## src/rtl/divider_pkg.sv

```systemverilog
// Shared definitions for the restoring divider: FSM state encoding and default width.
// Latency: none (package only).
// Backpressure: none (package only).
package divider_pkg;

  // Default divisor/quotient/remainder width; the dividend is twice this.
  localparam int DIV_N_DEFAULT = 4;

  // Controller states: accept, shift/subtract iterations, sign fix-up, result pulse.
  typedef enum logic [1:0] {
    IDLE = 2'd0,
    ITER = 2'd1,
    FIX  = 2'd2,
    DONE = 2'd3
  } state_t;

endpackage

```

## src/rtl/divider_datapath.sv

```systemverilog
// Shift/trial-subtract engine: holds {partial remainder, dividend} and the divisor.
// Latency: one quotient bit per step cycle; load takes effect on the next edge.
// Backpressure: none; the controller owns sequencing through load/step.
module divider_datapath #(
  parameter int N = 4
) (
  input  logic           clk,
  input  logic           rst_n,
  input  logic           load,
  input  logic           step,
  input  logic [2*N-1:0] dvd_in,
  input  logic [N-1:0]   div_in,
  output logic [N-1:0]   quo,
  output logic [N-1:0]   rem
);

  // Upper half of acc is the partial remainder, lower half fills with quotient bits.
  logic [2*N-1:0] acc_q, acc_d;
  logic [N-1:0]   dvs_q, dvs_d;
  logic [2*N:0]   shifted;
  logic [N:0]     upper;
  logic [N:0]     trial;
  logic           borrow;
  logic           nonneg;
  // The top trial bit is always zero when the subtraction is kept, so it is never stored.
  logic           unused_trial_msb;

  // One restoring iteration: shift left, subtract on N+1 bits, keep or restore.
  always_comb begin
    acc_d   = acc_q;
    dvs_d   = dvs_q;
    shifted = {acc_q, 1'b0};
    upper   = shifted[2*N:N];
    {borrow, trial} = {1'b0, upper} - {2'b00, dvs_q};
    nonneg  = ~borrow;
    if (load) begin
      acc_d = dvd_in;
      dvs_d = div_in;
    end else if (step) begin
      acc_d = {(nonneg ? trial[N-1:0] : upper[N-1:0]), shifted[N-1:1], nonneg};
    end
  end

  assign unused_trial_msb = trial[N];

  // Operand/accumulator registers.
  always_ff @(posedge clk or negedge rst_n) begin
    if (!rst_n) begin
      acc_q <= '0;
      dvs_q <= '0;
    end else begin
      acc_q <= acc_d;
      dvs_q <= dvs_d;
    end
  end

  assign quo = acc_q[N-1:0];
  assign rem = acc_q[2*N-1:N];

endmodule

```

## src/rtl/restoring_divider.sv

```systemverilog
// 2N/N restoring divider with zero-divisor and overflow short-cuts; DIVIDER_SIGNED_EN enables two's complement.
// Latency: done in the (N+2)th cycle after acceptance, or the first cycle for zero divisor / overflow.
// Backpressure: start is only sampled in IDLE; requests while busy or in DONE are dropped.
module restoring_divider
  import divider_pkg::*;
#(
  parameter int N = DIV_N_DEFAULT
) (
  input  logic           clk,
  input  logic           rst,
  input  logic           start,
  input  logic [2*N-1:0] dividend,
  input  logic [N-1:0]   divisor,
  output logic [N-1:0]   quotient,
  output logic [N-1:0]   remainder,
  output logic           busy,
  output logic           done,
  output logic           div_by_zero,
  output logic           overflow
);

  localparam int CW = $clog2(N + 1);

  state_t          state_q, state_d;
  logic [CW-1:0]   cnt_q, cnt_d;
  logic [N-1:0]    quo_q, quo_d;
  logic [N-1:0]    rem_q, rem_d;
  logic            dz_q, dz_d;
  logic            ov_q, ov_d;
  logic            dp_load, dp_step;
  logic [2*N-1:0]  dvd_mag;
  logic [N-1:0]    div_mag;
  logic [N-1:0]    dp_quo, dp_rem;
  logic [N-1:0]    fix_quo, fix_rem;
  logic            fix_ov;
  logic            div_zero, hi_ovf;

`ifdef DIVIDER_SIGNED_EN
  // Most negative quotient magnitude; reachable only when the signs differ.
  localparam logic [N-1:0] Q_LIM = {1'b1, {(N-1){1'b0}}};

  logic qneg_q, qneg_d;
  logic rneg_q, rneg_d;

  // Operand magnitudes and result sign capture at acceptance.
  always_comb begin
    dvd_mag = dividend[2*N-1] ? -dividend : dividend;
    div_mag = divisor[N-1] ? -divisor : divisor;
    qneg_d  = qneg_q;
    rneg_d  = rneg_q;
    if (state_q == IDLE && start) begin
      qneg_d = dividend[2*N-1] ^ divisor[N-1];
      rneg_d = dividend[2*N-1];
    end
  end

  // Sign correction applied in FIX, plus the signed range check on the quotient.
  always_comb begin
    fix_ov  = qneg_q ? (dp_quo > Q_LIM) : (dp_quo >= Q_LIM);
    fix_quo = qneg_q ? -dp_quo : dp_quo;
    fix_rem = rneg_q ? -dp_rem : dp_rem;
  end

  // Result sign registers.
  always_ff @(posedge clk or negedge rst) begin
    if (!rst) begin
      qneg_q <= 1'b0;
      rneg_q <= 1'b0;
    end else begin
      qneg_q <= qneg_d;
      rneg_q <= rneg_d;
    end
  end
`else
  assign dvd_mag = dividend;
  assign div_mag = divisor;
  assign fix_ov  = 1'b0;
  assign fix_quo = dp_quo;
  assign fix_rem = dp_rem;
`endif

  // A high half not below the divisor means the quotient cannot fit in N bits.
  assign div_zero = (divisor == '0);
  assign hi_ovf   = !div_zero && (dvd_mag[2*N-1:N] >= div_mag);

  // Next-state and result-register logic.
  always_comb begin
    state_d = state_q;
    cnt_d   = cnt_q;
    quo_d   = quo_q;
    rem_d   = rem_q;
    dz_d    = dz_q;
    ov_d    = ov_q;
    dp_load = 1'b0;
    dp_step = 1'b0;
    case (state_q)
      IDLE: begin
        if (start) begin
          dp_load = 1'b1;
          cnt_d   = '0;
          dz_d    = 1'b0;
          ov_d    = 1'b0;
          if (div_zero) begin
            quo_d   = '1;
            rem_d   = dividend[N-1:0];
            dz_d    = 1'b1;
            state_d = DONE;
          end else if (hi_ovf) begin
            quo_d   = '1;
            rem_d   = '0;
            ov_d    = 1'b1;
            state_d = DONE;
          end else begin
            state_d = ITER;
          end
        end
      end
      ITER: begin
        dp_step = 1'b1;
        cnt_d   = cnt_q + CW'(1);
        if (cnt_q == CW'(N - 1)) begin
          state_d = FIX;
        end
      end
      FIX: begin
        if (fix_ov) begin
          quo_d = '1;
          rem_d = '0;
          ov_d  = 1'b1;
        end else begin
          quo_d = fix_quo;
          rem_d = fix_rem;
        end
        state_d = DONE;
      end
      DONE: begin
        state_d = IDLE;
      end
      default: begin
        state_d = IDLE;
      end
    endcase
  end

  // Controller and result registers.
  always_ff @(posedge clk or negedge rst) begin
    if (!rst) begin
      state_q <= IDLE;
      cnt_q   <= '0;
      quo_q   <= '0;
      rem_q   <= '0;
      dz_q    <= 1'b0;
      ov_q    <= 1'b0;
    end else begin
      state_q <= state_d;
      cnt_q   <= cnt_d;
      quo_q   <= quo_d;
      rem_q   <= rem_d;
      dz_q    <= dz_d;
      ov_q    <= ov_d;
    end
  end

  divider_datapath #(
    .N(N)
  ) u_datapath (
    .clk    (clk),
    .rst_n  (rst),
    .load   (dp_load),
    .step   (dp_step),
    .dvd_in (dvd_mag),
    .div_in (div_mag),
    .quo    (dp_quo),
    .rem    (dp_rem)
  );

  assign quotient    = quo_q;
  assign remainder   = rem_q;
  assign busy        = (state_q == ITER) || (state_q == FIX);
  assign done        = (state_q == DONE);
  assign div_by_zero = dz_q;
  assign overflow    = ov_q;

endmodule

```

## config.mk

```make
export PLATFORM = sky130hd
export DESIGN_NAME = restoring_divider
export DESIGN_NICKNAME = d
export VERILOG_FILES = /design/src/rtl/divider_pkg.sv /design/src/rtl/divider_datapath.sv /design/src/rtl/restoring_divider.sv
export SDC_FILE = /design/constraint.sdc
export NUM_CORES = 1
export LEC_CHECK = 0
export BUFFER_PORTS_ARGS = -buffer_cell sky130_fd_sc_hd__buf_2
export CORE_ASPECT_RATIO = 1.1
export CORE_UTILIZATION = 52
export DETAILED_ROUTE_END_ITERATION = 8
export PLACE_DENSITY_LB_ADDON = 0.05
export SLEW_MARGIN = 5
export SYNTH_ARGS = -nofsm -noshare
export SYNTH_HDL_FRONTEND = slang
export SYNTH_SLANG_ARGS = --single-unit
```

## constraint.sdc

```tcl
create_clock -name clk -period 2.8 [get_ports clk]
set_input_delay 0.28 -clock clk [delete_from_list [all_inputs] [get_ports clk]]
set_output_delay 0.28 -clock clk [all_outputs]
set_load 0.02 [all_outputs]
```

# After elaboration in Yosys (flattened, before gate mapping)
# Index checks and enable logic that the tools add are counted.
[op_classes]
n_reduce_logical = 12
addsub = 2
n_mux = 24
magnitude_cmp = 1
bitwise_logic = 1
eq_ne = 7
[ops]
columns = ["op", "n"]
rows = [
  ["$mux 4", 7],
  ["$mux 8", 2],
  ["$pmux 4 s2", 2],
  ["$mux 2", 4],
  ["$pmux 2 s4", 1],
  ["$mux 1", 6],
  ["$pmux 3 s2", 1],
  ["$reduce_and 2->1", 3],
  ["$reduce_bool 2->1", 3],
  ["$sub 5x4->6", 1],
  ["$eq 2x2->1 const B", 2],
  ["$ge 4x4->1", 1],
  ["$logic_not 4->1", 1],
  ["$ne 2x2->1 const B", 2],
  ["$add 3x1->3 const B", 1],
  ["$eq 3x2->1 const B", 1],
  ["$mux 3", 1],
  ["$ne 3x3->1 const B", 1],
  ["$reduce_and 3->1", 1],
  ["$eq 2x1->1 const B", 1],
  ["$logic_not 2->1", 1],
  ["$logic_and 1x1->1", 1],
  ["$logic_not 1->1", 1],
  ["$logic_or 1x1->1", 1],
  ["$not 1->1", 1],
]
[totals]
regBits = 27
inputBits = 15
elab_cells = 55

# Longest topological paths before layout
[depth]
word_depth = 7
ltp_mapped = 9
depth_no_buf = 8

# By module
# Synthesis repeated with hierarchy kept, for this count alone.
[unflattened]
hier_cells = 170
hier_area_um2 = 1712.9
[modules_own_cells]
columns = ["module", "seq_area_each_um2", "cells_each", "area_each_um2", "n_inst"]
rows = [
  ["restoring_divider", 375.4, 96, 958.4, 1],
  ["divider_datapath", 300.3, 74, 754.5, 1],
]

# Least setup slack after synthesis
# OpenSTA, ideal clock, no wires.
[synth_path]
path_kind = "register -> register"
start = "reg u_datapath.acc_q[4]"
end = "reg u_datapath.acc_q[0]"
path_stages_with_launch = 7
arrival_time_ns = 1.614
slack_ns = 1.068
setup_time_ns = 0.118
cell_sequence = "dfrtp_1 -> ha_1 -> nor2b_1 -> o31ai_1 -> and2_1 -> a21oi_1 -> a21o_1"
[synth_between]
elab_chain_cells = 4
[synth_lines]
columns = ["element", "line", "source"]
rows = [
  ["from (decl)", "divider_datapath.sv:18", "logic [2*N-1:0] acc_q, acc_d;"],
  ["from (signal assigned)", "divider_datapath.sv:49", "acc_q <= '0;"],
  ["from (signal assigned)", "divider_datapath.sv:52", "acc_q <= acc_d;"],
  ["$sub 5x4->6", "divider_datapath.sv:34", "{borrow, trial} = {1'b0, upper} - {2'b00, dvs_q};"],
  ["$not 1->1", "divider_datapath.sv:35", "nonneg = ~borrow;"],
  ["$mux 8", "divider_datapath.sv:39", "end else if (step) begin"],
  ["$mux 8", "divider_datapath.sv:36", "if (load) begin"],
]
# No other way between the ends. The select of a mux whose other input is x is not followed.
# A chain may end at the register's enable or synchronous reset.

# Worst setup path after layout
[layout_path]
start = "reg state_q[0]"
end = "reg rem_q[3], in the netlist remainder[3]"
[layout_between]
elab_chain_cells = 3
elab_cells_between_ends = 7
classes_between = "eq/ne (3); mux (1); reduce/logical (3)"
[layout_lines]
columns = ["element", "line", "source"]
rows = [
  ["from (decl)", "restoring_divider.sv:24", "state_t state_q, state_d;"],
  ["from (signal assigned)", "restoring_divider.sv:155", "state_q <= state_d;"],
  ["$logic_not 2->1 or $eq 2x2->1 (tied branches)", "restoring_divider.sv:96", "case (state_q)"],
  ["$ne 3x3->1 (no line) (tied with other cells)", "-", ""],
  ["$reduce_and 3->1 (no line)", "-", ""],
  ["to (signal assigned)", "restoring_divider.sv:158", "rem_q <= rem_d;"],
  ["to (decl)", "restoring_divider.sv:27", "logic [N-1:0] rem_q, rem_d;"],
]
# Parallel ways exist; a longest one is shown, timed or not.

==> metrics.yaml <==
placed_design:
  place_worst_setup_slack_ps: 667
  hpwl_mm: 2.64
  io_buffer_count: 26
  placed_cell_area_mm2: 0.00175
  global_placement_routability_congestion: 0.867
cells_and_area:
  layout.cells.most_common: "dfrtp_1"
  final_layout_size_suffix_gt1_share_pct: 21.5
  num-nets-final: 222
  synthToLayoutAreaGrowth_pct: 11.6
  fillerInstances: 264
  final_design_area_no_fill_mm2: 0.00179
  diode_count: 0
  most-common-layout-cells: "dfrtp_1 (27), buf_2 (26), nand2_1 (24)"
routing:
  drt_pass1_iterations: 4
  dr_wl_met2_mm: 1.68
  drcViolationCount: 0
  wl_met3_um: 91
  vias_per_cell: 5.80
  detail-route-antenna-nets: 0
  post_drt_wl_per_cell_um: 14.9
  drc_marker_count_from_the_first_detailed_route_iteration: 40
  drt_wirelength_mm: 3.34
  via_count: 1299
  route.top_layer_used: "met4"
  wl_met1_mm: 1.54
synthesis:
  async_flop_share_pct: 100
  synth_flop_cell: "dfrtp_1"
  netlist.top_cell.by_area: "dfrtp_1"
  combined_area_of_all_synthesized_cells_mm2: 0.00160
  postSynthNetCount: 196
  synth_area_leaders: "dfrtp_1 (42%), ha_1 (11%), o21ai_0 (5.9%)"
  synth-seq-area-share_pct: 42.2
  synth.top_cell.area_share_pct: 42.2
  netlist-cell-type-count: 37
  synth-seq-cells: 27
  post_synth_edffs: 0
  gate_count_of_the_mapped_netlist: 166
  yosys_warnings: 0
  postSynthAreaPerCell_um2: 9.64
cts:
  path_clk_slew_ps: 140
  clk-insertion-delay-late_ps: 320
  cts_tree: "built"
  ctsHtreeMaxLevel: 1
  post_cts_setup_repair_bufs: 0
  cts_resized: 0
  clkSinkCount: 27
  cts.hold.buffers_added: 1
  clockRootBuffer: "clkbuf_4"
  cts_inserted_buffers: 3
  clock_path_buffers: 2
die:
  initial_utilization_pct: 56.1
  floorplan.die.height_um: 60.2
  fp-row-count: 20
  die_footprint_mm2: 0.00330
  floorplan.core_area_mm2: 0.00285
  ios: 27
  die_w_um: 54.9
sta:
  timing.final.setup_violations: 0
  post-route-min-period_ps: 2110
  setup_slack_ps: 694
  layout_worst_path_cycle_share_pct: 75.2
  tns_ps: 0
  hold_violations: 0
  setup_repair_after_global_routing_missed_its_margin: "no"
  fin_worst_skew_ps: 2.96
  worst_pin_slew_ps: 630
  maxSlewHeadroom_pct: 58.0
  final-max-slew-violation-count: 0
  fmax_mhz: 475
  hold_ws_ps: 165
global_route:
  grt_remaining_overflow: 0
  grt_util_all_layers_pct: 23.6
  wire_length_of_the_first_global_routing_pass_mm: 5.53
  first_global_vias: 1238
  pin_count_of_the_biggest_net_entering_global_routing: 28
  antenna_found_initial: 0
pwr:
  vdd_drop_max_mv: 0.797
  p_per_area_mw_per_mm2: 1180
  p_total_mw: 2.10
  leakage_power_of_the_design_nw: 0.844
min_path:
  worst_hold_path_type: "primary input to flip-flop"
setup_path:
  worst_setup_path_start_kind: "flip-flop"
  setup.worst_path.class: "flip-flop to flip-flop"
  worstPathRequired_ps: 3030
  timing.critical_path.arrival_ps: 2340
  critPathMaxFanout: 11
  end_kind: "flip-flop"
status:
  outcome: "completed"
job:
  maxCapViolCount: 0
==> per-stage QoR <==
step           util (%)  std cells
4_1_cts            62.6        224
6_report           62.6        224
5_1_grt            62.6        224
2_1_floorplan         -        166
3_5_place_dp       61.3        219
3_3_place_gp       61.3        219
==> critical path: stages (launching register included) <==
cell	delay (ps)
dfrtp_1	440
inv_1	100
ha_1	380
nand2_1	350
o22ai_4	360
mux2_2	380
==> kinds of logic after synthesis <==
| group | share of synthesized area, % |
|---|---|
| compound gates | 18.3 |
| xor+xnor | 1.09 |
| fa+ha+maj | 12.2 |
| buf+inv | 5.16 |
| flops | 42.2 |
| mux | 5.32 |
| simple gates | 15.7 |
==> sequential cells by signal, indices dropped and copies added (netlist names) <==
register and count:
u_datapath.acc_q 8, quotient 4, remainder 4, u_datapath.dvs_q 4, cnt_q 3, state_q 2, div_by_zero 1, overflow 1
==> final cells by class <==
type / count / area (um2) / area share (%)
clock buffers: 4 / 26.3 / 1.47
inverters: 14 / 52.6 / 2.94
multi-input cells: 118 / 842 / 47.2
flip-flops and latches: 27 / 676 / 37.8
well taps: 33 / 41.3 / 2.31
repair buffers: 28 / 148 / 8.27
==> where the power goes <==
group | total (mW) | internal, mW | switching (mW)
logic | 1.21 | 0.529 | 0.682
registers | 0.722 | 0.576 | 0.146
clock network | 0.171 | 0.0559 | 0.115
==> Yosys cell counts, drive strengths merged, types with 2 or more instances <==
| library cell | instances |
|---|---|
| dfrtp | 27 |
| nand2 | 24 |
| o21ai | 19 |
| ha | 14 |
| inv | 14 |
| a21oi | 9 |
| nor2 | 7 |
| buf | 4 |
| mux2 | 4 |
| mux2i | 4 |
| o22a | 4 |
| clkbuf | 3 |
| nand3b | 3 |
| nor3b | 3 |
| a21o | 2 |
| and2 | 2 |
| nand3 | 2 |
| nor2b | 2 |
| nor3 | 2 |
| xnor2 | 2 |
==> metal layers <==
| layer | up-vias | global-route usage (%) |
|---|---|---|
| met5 | - | 0 |
| met4 | 0 | 8.21 |
| met3 | 4 | 2.29 |
| met2 | 28 | 39.9 |
| met1 | 637 | 30.8 |
| li1 | 630 | - |
==> final timing paths <==
kind | endpoint | slack (ps) | from | cells past startpoint
worst min register to register | remainder[1] | 520 | remainder[1] | 1
worst max-delay path | remainder[3] | 690 | state_q[0] | 5
worst min-delay path | u_datapath.acc_q[0] | 170 | dividend[0] | 2
max in group asynchronous | u_datapath.dvs_q[2] | 1940 | rst | 2
min in group asynchronous | u_datapath.acc_q[6] | 470 | rst | 2
worst max register to register | remainder[3] | 690 | state_q[0] | 5
(Power assumes the default switching activity.)
